==> src/rtl/spi_link_pkg.sv <==
// Shared definitions for the frame-based SPI link: FSM states, frame widths and the
// bit layout of the pulse-width and switch/k words carried over it.
package spi_link_pkg;

    typedef enum logic [2:0] {
        StIdle,
        StLead,
        StShift,
        StTrail,
        StGap
    } spi_state_e;

    localparam int unsigned SPI1_FRAME_W = 96;
    localparam int unsigned SPI2_FRAME_W = 16;

    // 96-bit channel: eight 12-bit pulse widths, field i at [12*i+11 : 12*i]
    localparam int unsigned PW_W     = 12;
    localparam int unsigned PW_COUNT = SPI1_FRAME_W / PW_W;

    // 16-bit channel: switch mask in [7:0], k in [10:8]
    localparam int unsigned SW_MASK_LSB = 0;
    localparam int unsigned SW_MASK_W   = 8;
    localparam int unsigned K_LSB       = 8;
    localparam int unsigned K_W         = 3;

    function automatic int unsigned pw_lsb(input int unsigned idx);
        return PW_W * idx;
    endfunction

    function automatic int unsigned max4(input int unsigned a, input int unsigned b,
                                         input int unsigned c, input int unsigned d);
        int unsigned m;
        m = a;
        if (b > m) m = b;
        if (c > m) m = c;
        if (d > m) m = d;
        return m;
    endfunction

endpackage

==> src/rtl/spi_bit_timer.sv <==
// Loadable down-counter pacing every SPI link phase; o_tc flags the last cycle of a phase.
module spi_bit_timer #(
    parameter int unsigned CNT_W = 3
) (
    input  logic             clk,
    input  logic             rst,
    input  logic             i_load,
    input  logic [CNT_W-1:0] i_load_val,
    output logic             o_tc
);

    logic [CNT_W-1:0] r_cnt;

    // Loaded with (length - 1) so a phase of n cycles ends when the count reaches zero.
    always_ff @(posedge clk or posedge rst) begin
        if (rst) begin
            r_cnt <= '0;
        end else if (i_load) begin
            r_cnt <= i_load_val;
        end else if (r_cnt != '0) begin
            r_cnt <= r_cnt - CNT_W'(1);
        end
    end

    assign o_tc = (r_cnt == '0);

endmodule

==> src/rtl/spi_frame_master.sv <==
// Frame-based SPI initiator: shifts one FRAME_W-bit word out on MOSI (MSB first) while
// capturing MISO, with slave-select lead, trail and inter-frame gap timing.
module spi_frame_master
    import spi_link_pkg::*;
#(
    parameter int unsigned FRAME_W   = 96,
    parameter int unsigned DIV       = 4,
    parameter int unsigned LEAD_CYC  = 2,
    parameter int unsigned TRAIL_CYC = 2,
    parameter int unsigned GAP_CYC   = 4
) (
    input  logic               clk,
    input  logic               rst,
    input  logic               i_start,
    input  logic               i_abort,
    input  logic [FRAME_W-1:0] i_tx_data,
    output logic [FRAME_W-1:0] o_rx_data,
    output logic               o_busy,
    output logic               o_done,
    output logic               o_ss,
    output logic               o_mosi,
    input  logic               i_miso
);

    localparam int unsigned CNT_W = $clog2(max4(DIV, LEAD_CYC, TRAIL_CYC, GAP_CYC) + 1);
    localparam int unsigned BIT_W = $clog2(FRAME_W + 1);

    localparam logic [CNT_W-1:0] LEAD_LD  = CNT_W'(LEAD_CYC - 1);
    localparam logic [CNT_W-1:0] DIV_LD   = CNT_W'(DIV - 1);
    localparam logic [CNT_W-1:0] TRAIL_LD = CNT_W'(TRAIL_CYC - 1);
    localparam logic [CNT_W-1:0] GAP_LD   = CNT_W'(GAP_CYC - 1);

    spi_state_e         r_state;
    logic [FRAME_W-2:0] r_tx;
    logic [FRAME_W-1:0] r_rx;
    logic [FRAME_W-1:0] r_rx_data;
    logic [BIT_W-1:0]   r_bit_cnt;
    logic               r_busy;
    logic               r_done;
    logic               r_ss;
    logic               r_mosi;

    logic               w_tc;
    logic               w_load;
    logic [CNT_W-1:0]   w_load_val;
    logic               w_abort_hit;
    logic               w_last_bit;

    assign w_abort_hit = i_abort && (r_state inside {StLead, StShift, StTrail});
    assign w_last_bit  = (r_bit_cnt == BIT_W'(1));

    spi_bit_timer #(
        .CNT_W(CNT_W)
    ) u_timer (
        .clk       (clk),
        .rst       (rst),
        .i_load    (w_load),
        .i_load_val(w_load_val),
        .o_tc      (w_tc)
    );

    always_comb begin
        w_load     = 1'b0;
        w_load_val = '0;
        if (w_abort_hit) begin
            w_load     = 1'b1;
            w_load_val = GAP_LD;
        end else begin
            case (r_state)
                StIdle: begin
                    w_load     = i_start;
                    w_load_val = LEAD_LD;
                end
                StLead: begin
                    w_load     = w_tc;
                    w_load_val = DIV_LD;
                end
                StShift: begin
                    w_load     = w_tc;
                    w_load_val = w_last_bit ? TRAIL_LD : DIV_LD;
                end
                StTrail: begin
                    w_load     = w_tc;
                    w_load_val = GAP_LD;
                end
                default: ;
            endcase
        end
    end

    // MSB goes straight to MOSI at start; r_tx holds the remaining bits, next one on top.
    always_ff @(posedge clk or posedge rst) begin
        if (rst) begin
            r_state   <= StIdle;
            r_tx      <= '0;
            r_rx      <= '0;
            r_rx_data <= '0;
            r_bit_cnt <= '0;
            r_busy    <= 1'b0;
            r_done    <= 1'b0;
            r_ss      <= 1'b1;
            r_mosi    <= 1'b0;
        end else begin
            r_done <= 1'b0;
            if (w_abort_hit) begin
                r_state   <= StGap;
                r_ss      <= 1'b1;
                r_mosi    <= 1'b0;
                r_bit_cnt <= '0;
            end else begin
                unique case (r_state)
                    StIdle: begin
                        if (i_start) begin
                            r_state <= StLead;
                            r_tx    <= i_tx_data[FRAME_W-2:0];
                            r_rx    <= '0;
                            r_busy  <= 1'b1;
                            r_ss    <= 1'b0;
                            r_mosi  <= i_tx_data[FRAME_W-1];
                        end
                    end
                    StLead: begin
                        if (w_tc) begin
                            r_state   <= StShift;
                            r_bit_cnt <= BIT_W'(FRAME_W);
                        end
                    end
                    StShift: begin
                        if (w_tc) begin
                            r_rx      <= {r_rx[FRAME_W-2:0], i_miso};
                            r_tx      <= {r_tx[FRAME_W-3:0], 1'b0};
                            r_bit_cnt <= r_bit_cnt - BIT_W'(1);
                            if (w_last_bit) begin
                                r_state <= StTrail;
                                r_mosi  <= 1'b0;
                            end else begin
                                r_mosi  <= r_tx[FRAME_W-2];
                            end
                        end
                    end
                    StTrail: begin
                        if (w_tc) begin
                            r_state   <= StGap;
                            r_ss      <= 1'b1;
                            r_done    <= 1'b1;
                            r_rx_data <= r_rx;
                        end
                    end
                    StGap: begin
                        if (w_tc) begin
                            r_state <= StIdle;
                            r_busy  <= 1'b0;
                        end
                    end
                    default: r_state <= StIdle;
                endcase
            end
        end
    end

    assign o_rx_data = r_rx_data;
    assign o_busy    = r_busy;
    assign o_done    = r_done;
    assign o_ss      = r_ss;
    assign o_mosi    = r_mosi;

endmodule

==> config.mk <==
export PLATFORM = sky130hd
export DESIGN_NAME = spi_frame_master
export DESIGN_NICKNAME = d
export VERILOG_FILES = /design/src/rtl/spi_link_pkg.sv /design/src/rtl/spi_bit_timer.sv /design/src/rtl/spi_frame_master.sv
export SDC_FILE = /design/constraint.sdc
export NUM_CORES = 1
export LEC_CHECK = 0
export ABC_AREA = 0
export BUFFER_PORTS_ARGS = -buffer_cell sky130_fd_sc_hd__clkbuf_2
export CAP_MARGIN = 20
export CORE_ASPECT_RATIO = 0.6
export CORE_MARGIN = 4
export CORE_UTILIZATION = 51
export DETAILED_ROUTE_END_ITERATION = 16
export MAX_ROUTING_LAYER = met4
export PLACE_DENSITY = 0.76
export SLEW_MARGIN = 20
export SYNTH_ARGS = -nofsm -noshare
export SYNTH_HDL_FRONTEND = slang
export SYNTH_HIERARCHICAL = 1
export SYNTH_SLANG_ARGS = --single-unit
==> constraint.sdc <==
create_clock -name clk -period 10.92 [get_ports clk]
set_input_delay 2.184 -clock clk [delete_from_list [all_inputs] [get_ports clk]]
set_output_delay 2.184 -clock clk [all_outputs]
set_load 0.005 [all_outputs]
# After elaboration in Yosys (flattened, before gate mapping)
# Cells that the tools add are included.
# totals
ff_bits	304
in_bits	101
out_inout_bits	100
elab_cells	87
# classes
addsub	2
eq_ne	14
mux	40
bitwise	1
n_reduce_logical	20
# op_table
cell	n
96-bit two-way mux	2
96-bit one-hot mux with 2 select lines	1
95-bit two-way mux	2
95-bit one-hot mux with 2 select lines	1
3-bit two-way mux	9
7-bit two-way mux	3
3-bit one-hot mux with 5 select lines	1
3-bit nonzero test	5
7-bit one-hot mux with 2 select lines	1
1-bit two-way mux	13
3-bit by 2-bit != test with 1-bit output, second input constant	4
3-bit AND reduction	4
1-bit one-hot mux with 2 select lines	4
4-bit AND reduction	2
7-bit by 1-bit == test with 1-bit output, second input constant	1
7-bit by 1-bit subtractor with 7-bit output, second input constant	1
3-bit by 2-bit == test with 1-bit output, second input constant	2
3-bit logical NOT	2
3-bit != test, second input constant	2
2-bit one-hot mux with 3 select lines	1
6-bit AND reduction	1
2-bit nonzero test	3
2-bit two-way mux	2
2-bit by 1-bit != test with 1-bit output, second input constant	2
8 further kinds	8

# Depth between registers and ports, before layout
# depth
word_depth	5
depth_mapped	12
mapped_depth_nobuf	8

# Cells and area by module
# Netlist, hierarchy kept.
# modules_own_cells
module	n_inst	cells_each	area_per_inst_um2	seq_area_each_um2
spi_frame_master	1	1235	12425.7	7533.5
spi_bit_timer	1	22	203.9	75.1

# Least setup slack after synthesis
# OpenSTA, ideal clock, no wires.
# synth_path
path_kind	input to register
from	in i_abort
to	reg r_rx_data[53], in the netlist o_rx_data[53]
setup_ns	0.127
arrival_ns	3.518
required_ns	10.793
path_slack_ns	7.275
stages	6
path_buffers	3
path_cell_list	buf_2 or3b_4 nor2_4 buf_6 buf_6 mux2_1
# synth_between
elab_chain_cells	3
# synth_lines
item	line	source
start: declaration	spi_frame_master.sv:15	input logic i_abort,
1-bit logical AND	spi_frame_master.sv:49	assign w_abort_hit = i_abort && (r_state inside {StLead, StShift, StTrail});
1-bit inverter (no source line)	n/a	
3-bit AND reduction (no source line)	n/a	
end signal: assignment	spi_frame_master.sv:146	r_rx_data <= r_rx;
end: declaration	spi_frame_master.sv:36	logic [FRAME_W-1:0] r_rx_data;
# No other way between the ends.
# A chain may end at the register's enable or synchronous reset.

# Worst setup path in the final report
# layout_path
from	in i_abort
to	reg r_rx_data[42], in the netlist o_rx_data[42]
# Same word-level chain as after synthesis.

==> impl_results.md <==
* Storage element area at between 0.007 and 0.008 mm²
* Post-Synthesis Cells at around 1,300
* Peak VDD IR at 0.152 mV
* CTS root buf: clkbuf_16
* Initial Util at a little over half
* Num rows at between 40 and 50
* Total Nets Final at around 1,500
* Die H at 130 µm
* Pwr Density at ~200 mW/mm²
* Hold Vio Cnt, Final at 0
* CP Launch Type: input pin
* Routed vias/inst at ~5.3
* CTS Buf Count at 26
* # hold bufs at CTS at 0
* Global placer's final weighted congestion at about 0.8
* RSZ-0062 raised after global routing: no
* H-tree depth at 1
* Clock skew at around 23 ps
* Ratio of cells with drive above 1 in the final layout at 23.4%
* Synth warn at 6
* Hold Path Origin: o_rx_data[50]
* CP cell instances: clkbuf_2 > or3b_4 > nor2_4 > buf_4 > mux2_2
* Fill count at approximately 2,000
* Drt initial violations at about 860
* Rel. slew slack at ~30%
* Main synth FF type: dfrtp_1
* CP Class: in -> reg
* Resize count post-CTS at 0
* Peak fanout along the critical path at 56
* Crit-path leading delay family: simple AND/OR/NAND/NOR gates
* Register area share after synthesis at roughly 60%
* Status: complete, no violations
* HPWL after detailed placement at roughly 17 mm
* Worst reg-to-reg setup slack at 7480 ps
* Setup-failing EPs final at 0
* DR WL/cell at roughly 16 µm
* Crit path to: o_rx_data[42]
* Final core area utilization at around three fifths
* Io pins at 201
* Hold Path Class: reg -> reg
* Grt ovf at 0
* Tot GR Track Use at roughly a fifth
* Final wirelength at about 27 mm
* Crit-path slowest cell: buf_4
* Chip width at approximately 210 µm
* Max incr delay on CP at roughly 700 ps
* Crit share post-route at a little under two fifths
* Syn_area_per_cell at 10.0 µm²
* Max-Cap Viols at 0
* Post-CTS Setup Bufs at 0
* WP buf/inv at 2
* Count of state elements after synthesis at ~300
* Top cells by area, synth: dfrtp_1 (60%), nand2_1 (12%), mux2_2 (6.0%), a31oi_1 (4.8%), nand3_1 (3.8%)
* First drt pass iteration count at 5
* Max Used Layer: met4
* TNS Setup at 0 ps
* Syn_nets at about 1,400
* Top cell type's share of synthesized area at roughly 60%
* Met3 WL at 1.61 mm
* Ys async rst share at 100%
* DIE AREA at around 0.027 mm²
* Initial antenna violation count at 0
* Max Slew Vio Count at 0
* Final Power at between 2 and 3 mW
* Post-synthesis cell type count at 48
* Post-Syn Area at ~0.013 mm²
* Crit. Startpoint: i_abort
* Data required, critical path at about 11,000 ps
* Largest net degree at the start of global routing at roughly 220
* Peak Freq at ~240 MHz
* Max Root-Sink Buffers at 3
* Critical R2R Capture: o_rx_data[42]
* FF-to-FF path depth at 8
* Number of global-route vias before repair at about 8,700
* Most common cell after layout, fill and taps aside: nand2_1
* CTS tree: built
* Clock transition at the registers of the reported paths at 70 ps
* Reg2reg start: u_timer/r_cnt[0]
* Port Buffers at 200
* Number of synthesized flops with an enable pin at 0
* Pleak at about 7.6 nW
* Clock sink count at 304
* CP Capture Type: flip-flop
* CP arrival at 4570 ps
* Leading cell types in the layout, fill and taps excluded: nand2_1 (391), dfrtp_1 (303), clkbuf_2 (200)
* Ant. Diodes at 0
* Metal2 WL at 12.2 mm
* Area grow syn2layout at 16.0%
* Routed Antenna Nets at 0
* WP depth at 5
* First-pass GRT wire length at about 45 mm
* DRC viols at 0
* Vias post-DR at just over 9,000
* Slew @ Worst Pin at about 1000 ps
* Core Box Area at about 0.024 mm²
* Multi-input gate area at 0.00456 mm²
* Fin crit period at ~4200 ps
* Worst skew pair latency at 540 ps
* WL met1 at about 13 mm
* Dominant cell type by area after synthesis: dfrtp_1
## worst register-to-register path, delay by kind of cell, from the launching register on
kind,cells,cell delay [ps]
adder cells (fa/ha/maj),1,210
buffers and inverters,3,1030
flip-flops,1,400
multiplexers,1,470
AND/OR/NAND/NOR,3,1190
## how the worst min path moves through the flow
stage,depth (start not counted),end
3_3_place_gp,2,r_rx[95]
4_1_cts,2,o_ss
2_1_floorplan,2,r_rx[95]
6_report,1,o_rx_data[50]
3_5_place_dp,2,r_rx[49]
5_1_grt,2,o_ss
## cell usage after synthesis (2+ instances only)
cell,n
o21ai_0,12
clkbuf_1,35
mux2_1,29
nor4b_1,2
mux2_2,67
a21oi_1,3
and3_1,2
a21boi_0,2
buf_6,4
ha_1,4
dfrtp_1,303
or3b_4,2
inv_1,12
buf_2,38
nor2_1,103
nand2b_1,5
nand3b_1,3
nor4_1,2
buf_4,7
a31oi_1,96
nor2b_1,3
nand3_1,97
buf_1,5
nand2_1,391
a211oi_1,2
nor3_1,2
a22o_1,3
nor3b_1,2
a21o_1,2
## metrics by stage
step                worst slack, ps  std cells  hold WS, ps  cell area [µm²]
floorplan                       420       1257          433            12600
global placement               5880       1699          446            13700
detailed placement             6210       1700          475            13700
CTS                            6780       1748          489            14600
global route                   6680       1748          501            14700
finish                         6760       1748          483            14700
## kinds of logic (layout without fill, tap and decap cells)
group / Yosys count / in the layout / synth area share [%]
xor+xnor: 2 / 2 / 0.139
buf+inv: 101 / 270 / 3.82
fa+ha+maj: 4 / 4 / 0.396
simple gates: 617 / 617 / 20.1
compound gates: 131 / 131 / 6.68
mux: 97 / 97 / 8.64
other cells: 1 / 1 / 0.0297
flops: 304 / 304 / 60.2
## sequential cells by signal, indices dropped and copies added, names as in the netlist
signal         cells
o_mosi             1
o_ss               1
r_tx              95
r_bit_cnt          7
o_busy             1
o_rx_data         96
u_timer/r_cnt      3
r_rx              96
r_state            3
o_done             1
## power breakdown
group | switching (mW) | internal, mW
clock | 0.408 | 0.556
sequential | 0.117 | 1.32
combinational | 0.344 | 0.191
total | 0.870 | 2.06
## routing by layer
metal,global-route usage [%],up-vias
met4,2.93,0
met5,-,-
met3,4.42,20
met1,30.2,4534
li1,-,4500
met2,29.3,216
## layout make-up
class                           instances  area share [%]
Timing Repair Buffer                  210            7.57
Multi-Input combinational cell        852            31.1
Tap cell                              322            2.75
Clock inverter                          8           0.726
Sequential cell                       304            51.9
Inverter                               12           0.393
Clock buffer                           40            5.48
Power figures use the tool's default switching activity.
